`src/rtl/qspi_flash_target.sv`:
```
// Quad-SPI flash responder serving READ (0x03) and quad output read (0x6B).
// All logic runs on ACLK; CS, CLOCK and IO are oversampled.
module qspi_flash_target #(
   parameter int ADDR_SIZE  = 24,
   parameter int MEM_DEPTH  = 256,
   parameter int DUMMY_CLKS = 8
) (
   input  logic                         ACLK,
   input  logic                         ARESETn,
   input  logic                         CS,
   input  logic                         CLOCK,
   input  logic [3:0]                   io_in,
   output logic [3:0]                   io_out,
   output logic [3:0]                   io_oe,
   input  logic                         load_en,
   input  logic [$clog2(MEM_DEPTH)-1:0] load_addr,
   input  logic [7:0]                   load_data,
   output logic                         busy,
   output logic                         cmd_error
);

   localparam int AW = $clog2(MEM_DEPTH);
   localparam int CMAX =
      (ADDR_SIZE > DUMMY_CLKS) ? ADDR_SIZE : DUMMY_CLKS;
   localparam int CW = $clog2(CMAX + 1);
   localparam logic [CW-1:0] ADDR_LAST = CW'(ADDR_SIZE - 1);
   localparam logic [CW-1:0] DUMMY_END = CW'(DUMMY_CLKS);
   localparam logic [CW-1:0] BIT_LAST  = CW'(7);
   localparam logic [CW-1:0] ONE       = CW'(1);

   typedef enum logic [2:0] {
      IDLE,
      CMD,
      ADDR,
      DUMMY,
      DATA1,
      DATA4,
      IGNORE
   } state_t;

   state_t          state;
   logic [2:0]      cs_sync;
   logic [2:0]      clk_sync;
   logic [3:0]      io_s1;
   logic [3:0]      io_s2;
   logic [CW-1:0]   bit_cnt;
   logic [6:0]      cmd_sr;
   logic [AW-1:0]   addr;
   logic            quad;
   logic [7:0]      sh_byte;
   logic [7:0]      rd_q;
   logic [7:0]      mem [MEM_DEPTH];

   logic            cs_hi;
   logic            cs_fall;
   logic            sck_rise;
   logic            sck_fall;
   logic            sdi;
   logic [7:0]      cmd_byte;
   logic            unused_io;

   assign cs_hi     = cs_sync[1];
   assign cs_fall   = cs_sync[2] & ~cs_sync[1];
   assign sck_rise  = clk_sync[1] & ~clk_sync[2];
   assign sck_fall  = ~clk_sync[1] & clk_sync[2];
   assign sdi       = io_s2[0];
   assign cmd_byte  = {cmd_sr, sdi};
   assign unused_io = ^io_s2[3:1];

   always_ff @(posedge ACLK or negedge ARESETn) begin
      if (!ARESETn) begin
         cs_sync  <= 3'b111;
         clk_sync <= 3'b000;
         io_s1    <= 4'h0;
         io_s2    <= 4'h0;
      end else begin
         cs_sync  <= {cs_sync[1:0], CS};
         clk_sync <= {clk_sync[1:0], CLOCK};
         io_s1    <= io_in;
         io_s2    <= io_s1;
      end
   end

   // Registered read follows addr, so the next byte is
   // ready long before its first bit is launched.
   always_ff @(posedge ACLK) begin
      if (load_en && !busy)
         mem[load_addr] <= load_data;
      rd_q <= mem[addr];
   end

   always_ff @(posedge ACLK or negedge ARESETn) begin
      if (!ARESETn) begin
         state     <= IDLE;
         bit_cnt   <= '0;
         cmd_sr    <= '0;
         addr      <= '0;
         quad      <= 1'b0;
         sh_byte   <= 8'h00;
         io_out    <= 4'h0;
         io_oe     <= 4'h0;
         busy      <= 1'b0;
         cmd_error <= 1'b0;
      end else begin
         busy      <= ~cs_hi;
         cmd_error <= 1'b0;
         if (cs_hi) begin
            state   <= IDLE;
            bit_cnt <= '0;
            io_out  <= 4'h0;
            io_oe   <= 4'h0;
         end else begin
            case (state)
               IDLE: begin
                  if (cs_fall) begin
                     state   <= CMD;
                     bit_cnt <= '0;
                  end
               end
               CMD: begin
                  if (sck_rise) begin
                     cmd_sr <= cmd_byte[6:0];
                     if (bit_cnt == BIT_LAST) begin
                        bit_cnt <= '0;
                        unique case (1'b1)
                           (cmd_byte == 8'h03): begin
                              quad  <= 1'b0;
                              state <= ADDR;
                           end
                           (cmd_byte == 8'h6B): begin
                              quad  <= 1'b1;
                              state <= ADDR;
                           end
                           default: begin
                              cmd_error <= 1'b1;
                              state     <= IGNORE;
                           end
                        endcase
                     end else begin
                        bit_cnt <= bit_cnt + ONE;
                     end
                  end
               end
               ADDR: begin
                  // Upper address bits simply fall off the top.
                  if (sck_rise) begin
                     addr <= {addr[AW-2:0], sdi};
                     if (bit_cnt == ADDR_LAST) begin
                        bit_cnt <= '0;
                        state   <= quad ? DUMMY : DATA1;
                     end else begin
                        bit_cnt <= bit_cnt + ONE;
                     end
                  end
               end
               DUMMY: begin
                  if (sck_rise && bit_cnt != DUMMY_END) begin
                     bit_cnt <= bit_cnt + ONE;
                  end else if (sck_fall &&
                               bit_cnt == DUMMY_END) begin
                     io_out  <= rd_q[7:4];
                     io_oe   <= 4'hF;
                     sh_byte <= rd_q;
                     addr    <= addr + 1'b1;
                     bit_cnt <= ONE;
                     state   <= DATA4;
                  end
               end
               DATA1: begin
                  if (sck_fall) begin
                     io_oe <= 4'b0010;
                     if (bit_cnt == '0) begin
                        io_out  <= {2'b00, rd_q[7], 1'b0};
                        sh_byte <= {rd_q[6:0], 1'b0};
                        addr    <= addr + 1'b1;
                        bit_cnt <= ONE;
                     end else begin
                        io_out  <= {2'b00, sh_byte[7], 1'b0};
                        sh_byte <= {sh_byte[6:0], 1'b0};
                        bit_cnt <= (bit_cnt == BIT_LAST) ?
                                   '0 : bit_cnt + ONE;
                     end
                  end
               end
               DATA4: begin
                  if (sck_fall) begin
                     io_oe <= 4'hF;
                     if (bit_cnt == '0) begin
                        io_out  <= rd_q[7:4];
                        sh_byte <= rd_q;
                        addr    <= addr + 1'b1;
                        bit_cnt <= ONE;
                     end else begin
                        io_out  <= sh_byte[3:0];
                        bit_cnt <= '0;
                     end
                  end
               end
               IGNORE: begin
                  io_oe <= 4'h0;
               end
               default: begin
                  state <= IDLE;
               end
            endcase
         end
      end
   end

endmodule

```
`config.mk`:
```
export PLATFORM = sky130hd
export DESIGN_NAME = qspi_flash_target
export DESIGN_NICKNAME = d
export VERILOG_FILES = /design/src/rtl/qspi_flash_target.sv
export SDC_FILE = /design/constraint.sdc
export NUM_CORES = 2
export LEC_CHECK = 0
export ABC_AREA = 1
export BUFFER_PORTS_ARGS = -buffer_cell sky130_fd_sc_hd__buf_2
export CORE_UTILIZATION = 47
export DETAILED_ROUTE_END_ITERATION = 12
export SETUP_SLACK_MARGIN = 0.15
export SLEW_MARGIN = 20
export SYNTH_ARGS = -nofsm -noshare
export SYNTH_HDL_FRONTEND = slang
export SYNTH_SLANG_ARGS = --single-unit
```
`constraint.sdc`:
```
create_clock -name ACLK -period 1.9 [get_ports ACLK]
set_input_delay 0.38 -clock ACLK [delete_from_list [all_inputs] [get_ports ACLK]]
set_output_delay 0.38 -clock ACLK [all_outputs]
set_load 0.01 [all_outputs]
```
### Yosys cells after proc, flatten, opt, wreduce, memory -nomap -nowiden

Memories as Yosys holds them, arrays and structs flattened. A register that Yosys moved wholly into a read port is not among the register bits.
Cells that the tools add are included.

* multipliers: 0
* shift-type cells: 0
* div/mod/pow operators: 0
* muxes and demuxes: 59
* equal/unequal tests: 31
* reduce and logical (&&, ||, !) cells: 23
* $lt $le $gt $ge: 0
* bitwise gates (word level): 6
* add/sub/neg operators: 2

Operators by type and width (count)
* $mux W8: 11
* $mux W5: 11
* $pmux W8 S3: 2
* $mux W4: 11
* $mux W3: 10
* $pmux W5 S6: 1
* $ne A3 B3 Y1 const B: 9
* $reduce_and A7 Y1: 3
* $pmux W4 S4: 1
* $pmux W3 S5: 1
* $reduce_and A5 Y1: 3
* $ne A2 B2 Y1 const B: 6
* $pmux W4 S3: 1
* $eq A3 B3 Y1 const B: 3
* $add A8 B1 Y8 const B: 1
* $eq A8 B2 Y1 const B: 1
* $eq A8 B7 Y1 const B: 1
* $mux W1: 8
* $reduce_and A8 Y1: 1
* $reduce_bool A7 Y1: 1
* $eq A3 B2 Y1 const B: 2
* $ne A2 B1 Y1 const B: 3
* $reduce_bool A3 Y1: 2
* $add A5 B1 Y5 const B: 1
* 20 further kinds: 27

* latch bits: 0
* input port bits: 25
* memories kept: 1
* flip-flop bits (word level): 50
* memory bits (read-only): 0
* word-level logic and storage cells: 136
* memory bits (writable): 2048

Memories
* mem: depth 256, bits a word 8, rd ports 1, clocked after Yosys merged registers in 1, wr ports 1, line 52 `logic [7:0] mem [MEM_DEPTH];`

### Depth between registers and ports, before layout

* depth after elaboration: 7
* mapped depth: 18

### Worst setup path after synthesis

OpenSTA, ideal clock, no wires.

* path type: register to register
* start point: register busy
* end point: memory mem[198][0], enable pin
* data required time: 1530 ps
* library setup time: 370 ps
* arrival: 1670 ps
* path slack: -140 ps
* path buffers: 2
* cell stages (with the launch flop): 6
* path through: dfrtp_1 -> nor2_1 -> clkbuf_1 -> nand3_1 -> clkbuf_1 -> nor2_1

* cells in the longest elaborated chain, start to end: 4

Ends and longest elaborated chain
* start: declaration: line 18 `output logic busy,`
* start signal: assignment: line 105 `busy <= ~cs_hi;`
* $logic_not A1 Y1: line 87 `if (load_en && !busy)`
* $logic_and A1 B1 Y1: line 87
* $mux W1: line 87
* $mux W1 (not written as such): line 88 `mem[load_addr] <= load_data;`
* end: declaration: line 52

Every way passes these cells.

==> qor.json <==
{
  "layoutNonFillerInstCount": {"value": 11400},
  "fin_crit_sh": {"value": 131.4, "unit": "%"},
  "vias_in_the_first_global_route": {"value": 60250},
  "synth.cell_area": {"value": 88140, "unit": "µm²"},
  "setup-violations-final": {"value": 9},
  "worstReg2RegEnd": {"value": "rd_q[7]$_DFF_P_"},
  "timing.slew.headroom": {"value": 58.17, "unit": "%"},
  "via_density_per_instance": {"value": 5.501},
  "syn_area_per_cell": {"value": 10.90, "unit": "µm²"},
  "clock_tree_from_tritoncts": {"value": "built"},
  "post-dp-hpwl": {"value": 165000, "unit": "µm"},
  "fin_util": {"value": 59.07, "unit": "%"},
  "synth_nets": {"value": 8112},
  "cp.depth": {"value": 14},
  "fin_tns_setup": {"value": -4640, "unit": "ps"},
  "crit_path_frequent_cell": {"value": "sky130_fd_sc_hd__nand3_1"},
  "cts.clk_slew.worst_paths": {"value": 60, "unit": "ps"},
  "n_fill_cell": {"value": 14840},
  "maximum_number_of_pins_on_one_net_before_global_route_repair": {"value": 70},
  "detailedRoute.firstIterationViolations": {"value": 7195},
  "postSynthRegisterBits": {"value": 2104},
  "placementRows": {"value": 158},
  "detail_route.first_pass.iterations": {"value": 9},
  "yosys.cell_count.top_type": {"value": "sky130_fd_sc_hd__nand2_1"},
  "route.detailed.drc": {"value": 0},
  "ctsHtreeMaxLevel": {"value": 4},
  "vdd_ir_drop_max": {"value": 0.001097, "unit": "V"},
  "finalHoldViolations": {"value": 0},
  "areaGrowthSynthToFinish": {"value": 24.53, "unit": "%"},
  "cp_cell_sequence": {"value": "buf_12 > inv_16 > buf_12 > buf_16 > buf_8 > nand2_1 > nand3_1 > nand3_1 > nand3_1 > nand2_4 > a21oi_4 > nand3_4 > nand3_4 > nand2_1"},
  "synth.top_cell.area_share": {"value": 69.77, "unit": "%"},
  "slew_violations": {"value": 0},
  "instance_count_of_the_mapped_netlist": {"value": 8084},
  "ff2ff_path_depth": {"value": 14},
  "antenna_left": {"value": 0},
  "worst_hold_slack": {"value": 72.90, "unit": "ps"},
  "clk_latency": {"value": 860, "unit": "ps"},
  "groute.layer.met3.usage": {"value": 4.347, "unit": "%"},
  "cts_buffer_depth": {"value": 3},
  "synth_commonest_cells": {"value": "2,067 x sky130_fd_sc_hd__nand2_1, 2,048 x sky130_fd_sc_hd__edfxtp_1, 1,354 x sky130_fd_sc_hd__nor2_1"},
  "standard_cell_area_after_detailed_placement": {"value": 99310, "unit": "µm²"},
  "max_cap_viol_count": {"value": 0},
  "r2r-start": {"value": "addr[0]$_DFFE_PN0P_"},
  "cp_top_family": {"value": "simple AND/OR/NAND/NOR gates"},
  "slew_of_the_pin_with_the_lowest_slew_margin": {"value": 627.5, "unit": "ps"},
  "critical_path_buf_inv_count": {"value": 5},
  "power-per-cell-area": {"value": 1263, "unit": "nW/µm²"},
  "ff2ff_setup_slack": {"value": -600, "unit": "ps"},
  "die_area": {"value": 189300, "unit": "µm²"},
  "worst_ep_arrival_time": {"value": 3240, "unit": "ps"},
  "grtUsageMet2": {"value": 44.00, "unit": "%"},
  "outcome": {"value": "finished, violations left"},
  "busiest_layer": {"value": "met2"},
  "worst_ep_required_time": {"value": 2650, "unit": "ps"},
  "number_of_buffers_created_by_cts": {"value": 215},
  "end_kind": {"value": "flop"},
  "die_height": {"value": 435.1, "unit": "µm"},
  "crit_path_max_fanout": {"value": 24},
  "core_region_area": {"value": 185800, "unit": "µm²"},
  "post_route_cells_drive_above_1_share": {"value": 18.85, "unit": "%"},
  "yosys.cell_types.count": {"value": 42},
  "initial_utilization": {"value": 47.43, "unit": "%"},
  "postLayoutCellArea": {"value": 109800, "unit": "µm²"},
  "detailroute.via_count": {"value": 62690},
  "violations": {"value": "negative setup slack"},
  "worstSetupStartpointType": {"value": "flop"},
  "grt_util_met1": {"value": 38.88, "unit": "%"},
  "synth_warn": {"value": 0},
  "num_io_pins": {"value": 35},
  "timing.clock.skew": {"value": 31.79, "unit": "ps"},
  "synth-seq-area-share": {"value": 71.32, "unit": "%"},
  "timing.setup.critical_path_class": {"value": "reg -> reg"},
  "cp_slowest_stage_delay": {"value": 510, "unit": "ps"},
  "grt_pass1_wl": {"value": 393000, "unit": "µm"},
  "globalRouteTotalUtil": {"value": 27.82, "unit": "%"},
  "finalWirelength": {"value": 267400, "unit": "µm"},
  "final_net_count": {"value": 8767},
  "report.power.total": {"value": 138.6, "unit": "mW"},
  "ys_dominant_reg_cell": {"value": "sky130_fd_sc_hd__edfxtp_1"},
  "timing.critical_path.slowest_stage_cell": {"value": "sky130_fd_sc_hd__dfrtp_4"},
  "cell_type_with_the_highest_aggregate_area_in_the_netlist": {"value": "sky130_fd_sc_hd__edfxtp_1"},
  "synth_edf_count": {"value": 2048},
  "port_buffers": {"value": 31},
  "min_path_type": {"value": "in -> async"},
  "synth-async-reset-ratio": {"value": 2.281, "unit": "%"},
  "floorplan.die.width": {"value": 435.1, "unit": "µm"},
  "grt.overflow.total": {"value": 0},
  "timing.fmax": {"value": 400.4, "unit": "MHz"},
  "fin_crit": {"value": 2497, "unit": "ps"},
  "root_buffer": {"value": "sky130_fd_sc_hd__clkbuf_16"},
  "tritoncts_num_sinks": {"value": 2104},
  "wl_per_cell": {"value": 23.47, "unit": "µm"},
  "placed_instances": {"value": 10890},
  "antenna_violations_before_repair": {"value": 6},
  "ys_top_cells_by_area": {"value": "sky130_fd_sc_hd__edfxtp_1 70%, sky130_fd_sc_hd__nand2_1 8.8%, sky130_fd_sc_hd__nor2_1 5.8%, sky130_fd_sc_hd__o21ai_0 3.5%, sky130_fd_sc_hd__nand3_1 3.5%"},
  "total_leakage_power": {"value": 41.32, "unit": "nW"},
  "timing.final.ws_setup": {"value": -597.4, "unit": "ps"},
  "rsz0062_at_grt": {"value": "true"},
  "detailedPlace.worstSlack": {"value": -1041, "unit": "ps"},
  "finalWeightedCongestion": {"value": 0.9099}
}
[report_power, final]
| group | total [mW] | internal [mW] | leakage, nW | switching, mW |
|---|---|---|---|---|
| Combinational | 46.0 | 16.5 | 19.0 | 29.5 |
| Clock | 40.8 | 22.9 | 3.27 | 17.9 |
| Sequential | 51.9 | 51.3 | 19.1 | 0.535 |
[worst max path at each step]
stage | from | end
after floorplan | busy$_DFF_PN0_ | mem[106][0]$_DFFE_PP_
after global placement | addr[0]$_DFFE_PN0P_ | rd_q[1]$_DFF_P_
after detailed placement | addr[0]$_DFFE_PN0P_ | rd_q[3]$_DFF_P_
after CTS | addr[0]$_DFFE_PN0P_ | rd_q[2]$_DFF_P_
after global routing | addr[0]$_DFFE_PN0P_ | rd_q[1]$_DFF_P_
final | addr[0]$_DFFE_PN0P_ | rd_q[7]$_DFF_P_
[registers in the layout, indices dropped and copies added (netlist names), 4 cells and up]
register / cells
addr: 8
io_out: 4
sh_byte: 8
rd_q: 8
cmd_sr: 7
mem: 2048
bit_cnt: 5
[logic make-up after synthesis]
| logic type | share of synthesized area, % |
|---|---|
| AO/OA/AOI/OAI | 5.539 |
| flip-flops | 71.32 |
| adder cells (fa/ha/maj) | 0.04259 |
| buffers and inverters | 4.806 |
| multiplexers | 0.01277 |
| XOR/XNOR | 0.04968 |
| AND/OR/NAND/NOR | 18.23 |
[layer usage]
layer / up-vias / share of wire [%]
li1: 28730 / -
met2: 2797 / 47
met5: - / 0.0049
met4: 2 / 4.0
met3: 501 / 8.5
met1: 30660 / 41
[worst reg2reg max path: stages, from the launching register on]
cell,delay (ps)
sky130_fd_sc_hd__dfrtp_4,510
sky130_fd_sc_hd__buf_12,170
sky130_fd_sc_hd__inv_16,100
sky130_fd_sc_hd__buf_12,140
sky130_fd_sc_hd__buf_16,200
sky130_fd_sc_hd__buf_8,220
sky130_fd_sc_hd__nand2_1,70
sky130_fd_sc_hd__nand3_1,60
sky130_fd_sc_hd__nand3_1,130
sky130_fd_sc_hd__nand3_1,180
sky130_fd_sc_hd__nand2_4,90
sky130_fd_sc_hd__a21oi_4,190
sky130_fd_sc_hd__nand3_4,130
sky130_fd_sc_hd__nand3_4,140
sky130_fd_sc_hd__nand2_1,70
[cells in the final DEF (no fill, tap or decap), types with 36 or more instances in the layout]
master	count
sky130_fd_sc_hd__edfxtp_1	2048
sky130_fd_sc_hd__nand2_1	1982
sky130_fd_sc_hd__nor2_1	1103
sky130_fd_sc_hd__o21ai_0	594
sky130_fd_sc_hd__nand3_1	540
sky130_fd_sc_hd__inv_1	499
sky130_fd_sc_hd__buf_4	473
sky130_fd_sc_hd__buf_12	276
sky130_fd_sc_hd__clkbuf_16	222
sky130_fd_sc_hd__nor2_2	130
sky130_fd_sc_hd__nor2_4	124
sky130_fd_sc_hd__o211ai_1	107
sky130_fd_sc_hd__a21oi_1	91
sky130_fd_sc_hd__nand2_2	73
sky130_fd_sc_hd__o21ai_1	59
sky130_fd_sc_hd__clkinv_1	59
sky130_fd_sc_hd__buf_6	57
sky130_fd_sc_hd__clkbuf_1	50
sky130_fd_sc_hd__nand3_2	45
sky130_fd_sc_hd__dfrtp_1	37
sky130_fd_sc_hd__clkinv_2	36
[timing repair]
item	CTS	global route
setup endpoints to repair	398	1709
setup buffers	49	21
gates cloned	23	4
endpoints found under the hold margin	223	0
pin swaps	73	57
hold buffers	12	0
resized for setup	344	209
[area by class of cell]
class                      instances  area (µm²)  share of cell area [%]
sequential                      2104       62880                   57.29
multi-input combinational       4978       23340                   21.27
timing repair buffer             911       11660                   10.63
clock buffer                     268        5643                   5.141
tap                             2480        3103                   2.827
inverter                         527        2032                   1.851
clock inverter                   124        1062                  0.9677
timing repair inverter             2       31.28                 0.02850
antenna                            2       5.005                0.004559
Note: power is estimated with default switching activity, not from simulation.
